[config.mk]
export PLATFORM = sky130hd
export DESIGN_NAME = pipeline_run_controller
export DESIGN_NICKNAME = d
export VERILOG_FILES = /design/src/rtl/pipeline_run_controller.sv
export SDC_FILE = /design/constraint.sdc
export NUM_CORES = 1
export LEC_CHECK = 0
export ABC_CLOCK_PERIOD_IN_PS = 2400
export CORE_ASPECT_RATIO = 1.75
export CORE_UTILIZATION = 45
export CTS_CLUSTER_SIZE = 30
export DETAILED_ROUTE_END_ITERATION = 6
export MAX_ROUTING_LAYER = met4
export PLACE_DENSITY_LB_ADDON = 0.12
export SETUP_SLACK_MARGIN = 0.05
export SKIP_LAST_GASP = 1
export SLEW_MARGIN = 10
export SYNTH_ARGS = -nofsm -noshare
export SYNTH_HDL_FRONTEND = slang
export SYNTH_SLANG_ARGS = --single-unit
[constraint.sdc]
create_clock -name clk -period 2.4 [get_ports clk]
set_clock_uncertainty 0.2 [all_clocks]
set_input_delay 0.48 -clock clk [delete_from_list [all_inputs] [get_ports clk]]
set_output_delay 0.48 -clock clk [all_outputs]
set_load 0.02 [all_outputs]
[src/rtl/pipeline_run_controller.sv]
// ============================================================================
// Module   : pipeline_run_controller
// Brief    : Run/step/dump controller for a pipelined core with register-file
//            dump port. Define PIPELINE_CYCLE_COUNTER_EN to build the enabled
//            cycle counter; otherwise o_cycle_count is tied to zero.
// Revision : 1.0 - initial release
// ============================================================================
`default_nettype none

module pipeline_run_controller #(
   parameter int STEP_CYCLES = 1
) (
   input  logic        clk,
   input  logic        i_rst_n,
   input  logic        i_cmd_valid,
   input  logic [1:0]  i_cmd,
   output logic        o_cmd_ready,
   input  logic        i_halt,
   output logic        o_pipe_enable,
   output logic        o_pipe_flush,
   output logic        o_dbg_sel,
   output logic [4:0]  o_dbg_addr,
   output logic        o_dump_valid,
   input  logic        i_dump_ready,
   output logic [2:0]  o_state,
   output logic [31:0] o_cycle_count
);

   typedef enum logic [2:0] {
      ST_IDLE = 3'd0,
      ST_RUN  = 3'd1,
      ST_STEP = 3'd2,
      ST_DUMP = 3'd3,
      ST_DONE = 3'd4
   } state_t;

   localparam logic [1:0] CMD_RUN  = 2'b00;
   localparam logic [1:0] CMD_STEP = 2'b01;
   localparam logic [1:0] CMD_DUMP = 2'b10;
   localparam logic [1:0] CMD_STOP = 2'b11;
   localparam logic [7:0] STEP_LOAD = 8'(STEP_CYCLES);

   state_t     state_q, state_d;
   logic [7:0] step_cnt_q, step_cnt_d;
   logic [4:0] dbg_addr_q, dbg_addr_d;
   logic       ret_done_q, ret_done_d;
   logic       flush_q, flush_d;

   logic       cmd_ready;
   logic       cmd_fire;
   logic       pipe_enable;
   logic       in_dump;

   assign cmd_ready   = (state_q == ST_IDLE) || (state_q == ST_RUN) || (state_q == ST_DONE);
   assign cmd_fire    = i_cmd_valid && cmd_ready;
   assign pipe_enable = (state_q == ST_RUN) || (state_q == ST_STEP);
   assign in_dump     = (state_q == ST_DUMP);

   always_comb begin
      state_d    = state_q;
      step_cnt_d = step_cnt_q;
      dbg_addr_d = dbg_addr_q;
      ret_done_d = ret_done_q;
      flush_d    = 1'b0;
      case (state_q)
         ST_IDLE: begin
            if (cmd_fire) begin
               if (i_cmd == CMD_RUN) begin
                  state_d = ST_RUN;
               end else if (i_cmd == CMD_STEP) begin
                  state_d    = ST_STEP;
                  step_cnt_d = STEP_LOAD;
               end else if (i_cmd == CMD_DUMP) begin
                  state_d    = ST_DUMP;
                  ret_done_d = 1'b0;
                  dbg_addr_d = 5'd0;
               end
            end
         end
         ST_RUN: begin
            // Halt wins over a simultaneous STOP so the halted state is kept.
            if (i_halt) begin
               state_d = ST_DONE;
            end else if (cmd_fire && (i_cmd == CMD_STOP)) begin
               state_d = ST_IDLE;
            end
         end
         ST_STEP: begin
            step_cnt_d = step_cnt_q - 8'd1;
            if (i_halt) begin
               state_d    = ST_DONE;
               step_cnt_d = 8'd0;
            end else if (step_cnt_q <= 8'd1) begin
               state_d    = ST_IDLE;
               step_cnt_d = 8'd0;
            end
         end
         ST_DUMP: begin
            if (i_dump_ready) begin
               if (dbg_addr_q == 5'd31) begin
                  dbg_addr_d = 5'd0;
                  state_d    = ret_done_q ? ST_DONE : ST_IDLE;
               end else begin
                  dbg_addr_d = dbg_addr_q + 5'd1;
               end
            end
         end
         ST_DONE: begin
            if (cmd_fire) begin
               if (i_cmd == CMD_DUMP) begin
                  state_d    = ST_DUMP;
                  ret_done_d = 1'b1;
                  dbg_addr_d = 5'd0;
               end else if (i_cmd == CMD_STOP) begin
                  state_d = ST_IDLE;
                  flush_d = 1'b1;
               end
            end
         end
         default: begin
            state_d = ST_IDLE;
         end
      endcase
   end

   always_ff @(posedge clk or negedge i_rst_n) begin
      if (!i_rst_n) begin
         state_q    <= ST_IDLE;
         step_cnt_q <= 8'd0;
         dbg_addr_q <= 5'd0;
         ret_done_q <= 1'b0;
         flush_q    <= 1'b0;
      end else begin
         state_q    <= state_d;
         step_cnt_q <= step_cnt_d;
         dbg_addr_q <= dbg_addr_d;
         ret_done_q <= ret_done_d;
         flush_q    <= flush_d;
      end
   end

`ifdef PIPELINE_CYCLE_COUNTER_EN
   logic [31:0] cycle_cnt_q, cycle_cnt_d;

   always_comb begin
      cycle_cnt_d = cycle_cnt_q;
      if (flush_q) begin
         cycle_cnt_d = 32'd0;
      end else if (pipe_enable) begin
         cycle_cnt_d = cycle_cnt_q + 32'd1;
      end
   end

   always_ff @(posedge clk or negedge i_rst_n) begin
      if (!i_rst_n) begin
         cycle_cnt_q <= 32'd0;
      end else begin
         cycle_cnt_q <= cycle_cnt_d;
      end
   end

   assign o_cycle_count = cycle_cnt_q;
`else
   assign o_cycle_count = 32'd0;
`endif

   assign o_cmd_ready   = cmd_ready;
   assign o_pipe_enable = pipe_enable;
   assign o_pipe_flush  = flush_q;
   assign o_dbg_sel     = in_dump;
   assign o_dump_valid  = in_dump;
   assign o_dbg_addr    = dbg_addr_q;
   assign o_state       = state_q;

endmodule

`default_nettype wire

# Yosys cells after proc, flatten, opt, wreduce, memory -nomap -nowiden

Index checks and enable logic that the tools add are counted.
W data, S select, Z words.

Add/sub/neg operators: 2
$lt $le $gt $ge: 1
Equal/unequal tests: 21
Muxes and demuxes: 40
Reduce and logical (&&, ||, !) cells: 14

Operators by type and width:

| kind                  | number |
|---|---|
| $mux W3               | 14 |
| $mux W8               | 5 |
| $mux W5               | 7 |
| $pmux W8 S2           | 1 |
| $pmux W3 S5           | 1 |
| $pmux W5 S3           | 1 |
| $mux W1               | 10 |
| $ne A2 B1 Y1 const B  | 5 |
| $le A8 B1 Y1 const B  | 1 |
| $ne A2 B2 Y1 const B  | 4 |
| $reduce_and A8 Y1     | 1 |
| $sub A8 B1 Y8 const B | 1 |
| $reduce_and A7 Y1     | 1 |
| $eq A3 B2 Y1 const B  | 2 |
| $ne A3 B2 Y1 const B  | 2 |
| $reduce_and A6 Y1     | 1 |
| $add A5 B1 Y5 const B | 1 |
| $eq A5 B5 Y1 const B  | 1 |
| $eq A2 B2 Y1 const B  | 2 |
| $ne A4 B1 Y1 const B  | 1 |
| $reduce_and A4 Y1     | 1 |
| $reduce_bool A2 Y1    | 2 |
| $eq A3 B1 Y1 const B  | 1 |
| $eq A3 B3 Y1 const B  | 1 |
| 8 further kinds       | 11 |

Flip-flop bits (word level): 18
Input bits: 7
Output and inout bits: 45
Logic and storage cells: 83

# Depth between registers and ports, before layout

Depth after elaboration: 8
Depth in mapped cells: 7
Mapped depth without buffers: 7

# Worst setup path before layout

OpenSTA, ideal clock, no wires.

Path kind: input to register
Start: input i_cmd[0]
End: register dbg_addr_q[3] (netlist: o_dbg_addr[3])
Library setup time: 80 ps
Data arrival time: 1960 ps
Required time: 2120 ps
Setup slack: 160 ps
Cell stages on the path: 7
Path through: inv_1 -> ha_1 -> or2_4 -> a211oi_4 -> nand2_2 -> or4_4 -> o211ai_2

Cells in the longest elaborated chain, start to end: 6
Elaborated cells between the ends (all ways): 12
Classes of those cells: eq/ne (4); mux (6); reduce/logical (2)

Ends and longest elaborated chain:

| what                  | line    | source |
|---|---|---|
| start, declared       | 16      | `input logic [1:0] i_cmd,` |
| $eq A2 B2 Y1          | 73, 110 |  |
| $mux W5 (4 in series) | -       |  |
| $pmux W5 S3           | -       |  |
| end signal, assigned  | 136     | `dbg_addr_q <= dbg_addr_d;` |
| end, declared         | 45      | `logic [4:0] dbg_addr_q, dbg_addr_d;` |

Several ways; a longest one is shown, not always the timed one. The select of a mux whose other input is x is not followed.
A chain may end at the register's enable or synchronous reset.

# Worst setup path after layout

Start: input i_cmd[1]
End: register state_q[1] (netlist: o_state[1])

Cells in the longest elaborated chain, start to end: 5
Elaborated cells between the ends (all ways): 15
Classes of those cells: eq/ne (6); mux (6); reduce/logical (3)

Ends and longest elaborated chain:

| what                 | line | source |
|---|---|---|
| $eq A2 B1 Y1         | 70   | `end else if (i_cmd == CMD_STEP) begin` |
| $mux W3              | 70   |  |
| $mux W3              | 68   | `if (i_cmd == CMD_RUN) begin` |
| $mux W3              | 67   | `if (cmd_fire) begin` |
| $pmux W3 S5          | 65   | `case (state_q)` |
| end signal, assigned | 134  | `state_q <= state_d;` |
| end, declared        | 43   | `state_t state_q, state_d;` |

Several ways; a longest one is shown, not always the timed one. The select of a mux whose other input is x is not followed.

==> reports/summary.log <==
[die] die width 45.2 um
[critical_path] startpoint class of the critical path primary input
[die] die area 3500 um^2
[cells_and_area] design area 1750 um^2
[power] P per Cell Area 1090 nW/um^2
[grt] global-route total usage across every layer 0.192
[critical_path] slowest cell on the critical path sky130_fd_sc_hd__or4_1
[cts] number of levels the H-tree was split into 1
[power] share of power burned in the clock network 0.131
[yosys] Seq/Total Area, Yosys 0.307
[critical_path] Worst Reg-to-Reg Cells 7
[timing] number of setup violations in the final report 0
[critical_path] flop-to-flop setup slack 240 ps
[critical_path] family with the most delay on the worst path simple AND/OR/NAND/NOR gates
[grt] wire length of the first global-routing pass 4.93 mm
[cts] clock tree buffer depth 2
[hold_path] path class of the lowest-slack min-delay path reg -> reg
[timing] Worst-Margin Slew 643 ps
[yosys] number of warnings printed during yosys synthesis 0
[flow_run] reported max-cap violation count 0
[drt] vias after detailed routing 1138
[power] Psw 850 uW
[drt] DR iter-0 viols 16
[die] number of rows created at floorplan 27
[grt] vias in the first global route 1140
[yosys] post-synthesis sequential element count 18
[yosys] Post-Syn Area 1470 um^2
[power] Total Power 1910 uW
[yosys] Syn Area/Cell 9.00 um^2
[cells_and_area] antenna diode instance count 0
[critical_path] endpoint kind of the worst setup timing path register
[drt] Final Routed Wirelength 3.09 mm
[timing] Final Hold Fails 0
[cts] number of clock sinks 18
[power] Power Internal 1060 uW
[cts] clock insertion delay at the later pin of the skew report 250 ps
[cts] TritonCTS clock tree yes
[power] Comb power frac 0.613
[drt] DRT Pass-1 Iters 4
[cts] clock transition at the registers of the reported paths 70 ps
[power] switching fraction of total power 0.446
[critical_path] data arrival time of the critical path 2150 ps
[timing] max-slew violation count 0
[yosys] post-synth cell types 43
[cells_and_area] commonest cells after routing, fill and taps aside sky130_fd_sc_hd__conb_1, sky130_fd_sc_hd__dfrtp_1, sky130_fd_sc_hd__buf_4
[drt] DRC violation count after routing 0
[die] Vert. Die Dim 77.5 um
[cells_and_area] Synth-to-Final Area Change 19.0%
[timing] shortest period the worst path allows 2210 ps
[outcome] status finished clean
[cells_and_area] final-layout fill cell count 313
[place] DP Cell Count 236
[cells_and_area] NumNets Final 214
[cts] number of buffers inserted to repair setup after CTS 0
[critical_path] ordered cell list for the critical path dlygate4sd2_1, buf_4, ha_1, nand2b_1, or4_1, nand4_1, nor3_2, mux2_4
[hold_path] Worst Hold Path Cells 1
[timing] Max Clk Rate 0.452 GHz
[timing] final critical-path share of the clock period 0.921
[place] gp weighted congestion 0.833
[critical_path] peak per-stage delay on the critical path 390 ps
[die] num ports 52
[die] Floorplan Core Area 3110 um^2
[critical_path] start of the worst register-to-register path o_dbg_addr[0]
[cts] # hold bufs at CTS 0
[critical_path] path type of the worst setup path in -> reg
[yosys] Post-Syn Instances 163
[timing] worst hold margin 282 ps
[grt] initial antenna violation count 0
[power] static leakage 0.000871 uW
[critical_path] count of buffering cells on the critical path with inverters included 2
[timing] worst slew margin relative to its limit 0.569
[critical_path] Req. time, crit path 2340 ps
[cts] CTS Root Cell sky130_fd_sc_hd__clkbuf_8
[cells_and_area] layout cells sized above 1 0.183
[drt] detail-routed via count per cell 4.74
[critical_path] largest fanout on the critical path 3
[hold_path] startpoint of the lowest-slack hold path step_cnt_q[4]
[grt] overflow left after global routing 0
[place] total half-perimeter wirelength after legalization and detailed placement 2.53 mm
[die] initial core utilization 0.472
[hold_path] Endpoint, Worst Hold step_cnt_q[4]
[grt] largest net degree at the start of global routing 19
[critical_path] endpoint of the most critical register-to-register path o_state[1]
[place] cell area after placement 1680 um^2
[timing] unrepaired setup endpoints after global routing no
[place] Buffers on Ports 19
[cells_and_area] Final Non-Filler Cells 240
[power] Worst VDD drop 0.000675 V
[cells_and_area] most common cell after layout, fill and taps aside sky130_fd_sc_hd__conb_1
[cts] number of buffers created by CTS 3
[drt] average wire length per cell after detail routing 12.9 um
[drt] Antenna Nets Post-Route 0
[power] fraction of power consumed by sequential logic 0.256
==> sequential cells by signal, indices dropped and copies added, names as in the netlist <==
register / cells
o_state: 3
ret_done_q: 1
o_pipe_flush: 1
o_dbg_addr: 5
step_cnt_q: 8
==> layer usage <==
| layer | GRT usage | routed length, um |
|---|---|---|
| met5 | - | 0 |
| met4 | 0.0545 | 14 |
| met3 | 0.0209 | 52 |
| met2 | 0.372 | 1920 |
| met1 | 0.185 | 1100 |
==> worst reg2reg max path, delay by kind of cell, from the launching register on <==
kind / cells / cell delay (ps)
muxes: 1 / 330
adders and majority gates: 2 / 330
and+or+nand+nor: 4 / 780
DFF: 1 / 420
==> layout make-up <==
class,count,area [um^2],share of cell area
Multi-Input combinational cell,134,852,0.488
Sequential cell,18,450,0.258
Clock buffer,4,55.1,0.0315
Tap cell,43,53.8,0.0308
Inverter,5,18.8,0.0108
Timing Repair Buffer,36,315,0.181
==> stage by stage <==
stage                     setup WS (ps)  utilization  setup TNS (ps)
after floorplan                     160            -               0
after global placement             -295        0.539           -2770
after detailed placement           -314        0.539           -3150
after CTS                          82.6        0.556               0
after global routing               67.4        0.562               0
final                               188        0.562               0
==> cell usage after synthesis, drive strengths merged <==
master / n / area [um^2]
a2111oi: 1 / 8.76
a211oi: 1 / 20.0
a21o: 2 / 15.0
a21oi: 4 / 20.0
a22o: 1 / 8.76
a22oi: 1 / 7.51
a32o: 2 / 20.0
and3: 1 / 6.26
and3b: 2 / 17.5
and4: 1 / 8.76
buf: 36 / 274
clkbuf: 1 / 5.00
conb: 1 / 3.75
dfrtp: 18 / 450
ha: 9 / 113
inv: 5 / 18.8
mux2: 1 / 15.0
mux2i: 3 / 30.0
nand2: 16 / 62.6
nand2b: 3 / 21.3
nand3: 1 / 5.00
nand4: 2 / 12.5
nor2: 14 / 52.6
nor2b: 1 / 6.26
nor3: 7 / 50.1
nor3b: 2 / 15.0
nor4b: 3 / 26.3
nor4bb: 1 / 16.3
o211ai: 1 / 12.5
o21ai: 13 / 65.1
o31ai: 2 / 20.0
or2: 1 / 8.76
or3: 2 / 12.5
or4: 2 / 18.8
or4b: 1 / 10.0
xnor2: 1 / 8.76
==> what timing repair did <==
item,4_1_cts,5_1_grt
setup endpoints to repair,9,4
gates cloned,0,0
resized for setup,6,4
pin swaps,2,0
==> cell families after synthesis <==
family,after synthesis,synth area share
simple gates,60,0.239
buf+inv,42,0.203
compound gates,28,0.135
flops,18,0.307
fa+ha+maj,9,0.0768
mux,4,0.0307
other cells,1,0.00256
xor+xnor,1,0.00597
==> power groups by stage <==
| stage | Combinational, uW | Sequential, uW | Clock, uW |
|---|---|---|---|
| 6_report | 1170 | 487 | 250 |
| 4_1_cts | 1150 | 488 | 258 |
| 5_1_grt | 1270 | 505 | 274 |
| 3_3_place_gp | 1130 | 487 | 0 |
| 3_5_place_dp | 1150 | 493 | 0 |
| 2_1_floorplan | 769 | 512 | 0 |
==> how the worst max path moves through the flow <==
stage	startpoint	endpoint	slack, ps	cells past startpoint
3_5_place_dp	i_cmd[0]	o_dbg_addr[2]	-310	8
5_1_grt	i_cmd[0]	step_cnt_q[6]	70	9
2_1_floorplan	i_cmd[0]	o_dbg_addr[3]	160	7
6_report	i_cmd[1]	o_state[1]	190	8
4_1_cts	o_state[0]	o_pipe_enable	80	3
3_3_place_gp	i_cmd[0]	o_dbg_addr[3]	-290	8
No activity file was read; power rests on OpenSTA's default activity.
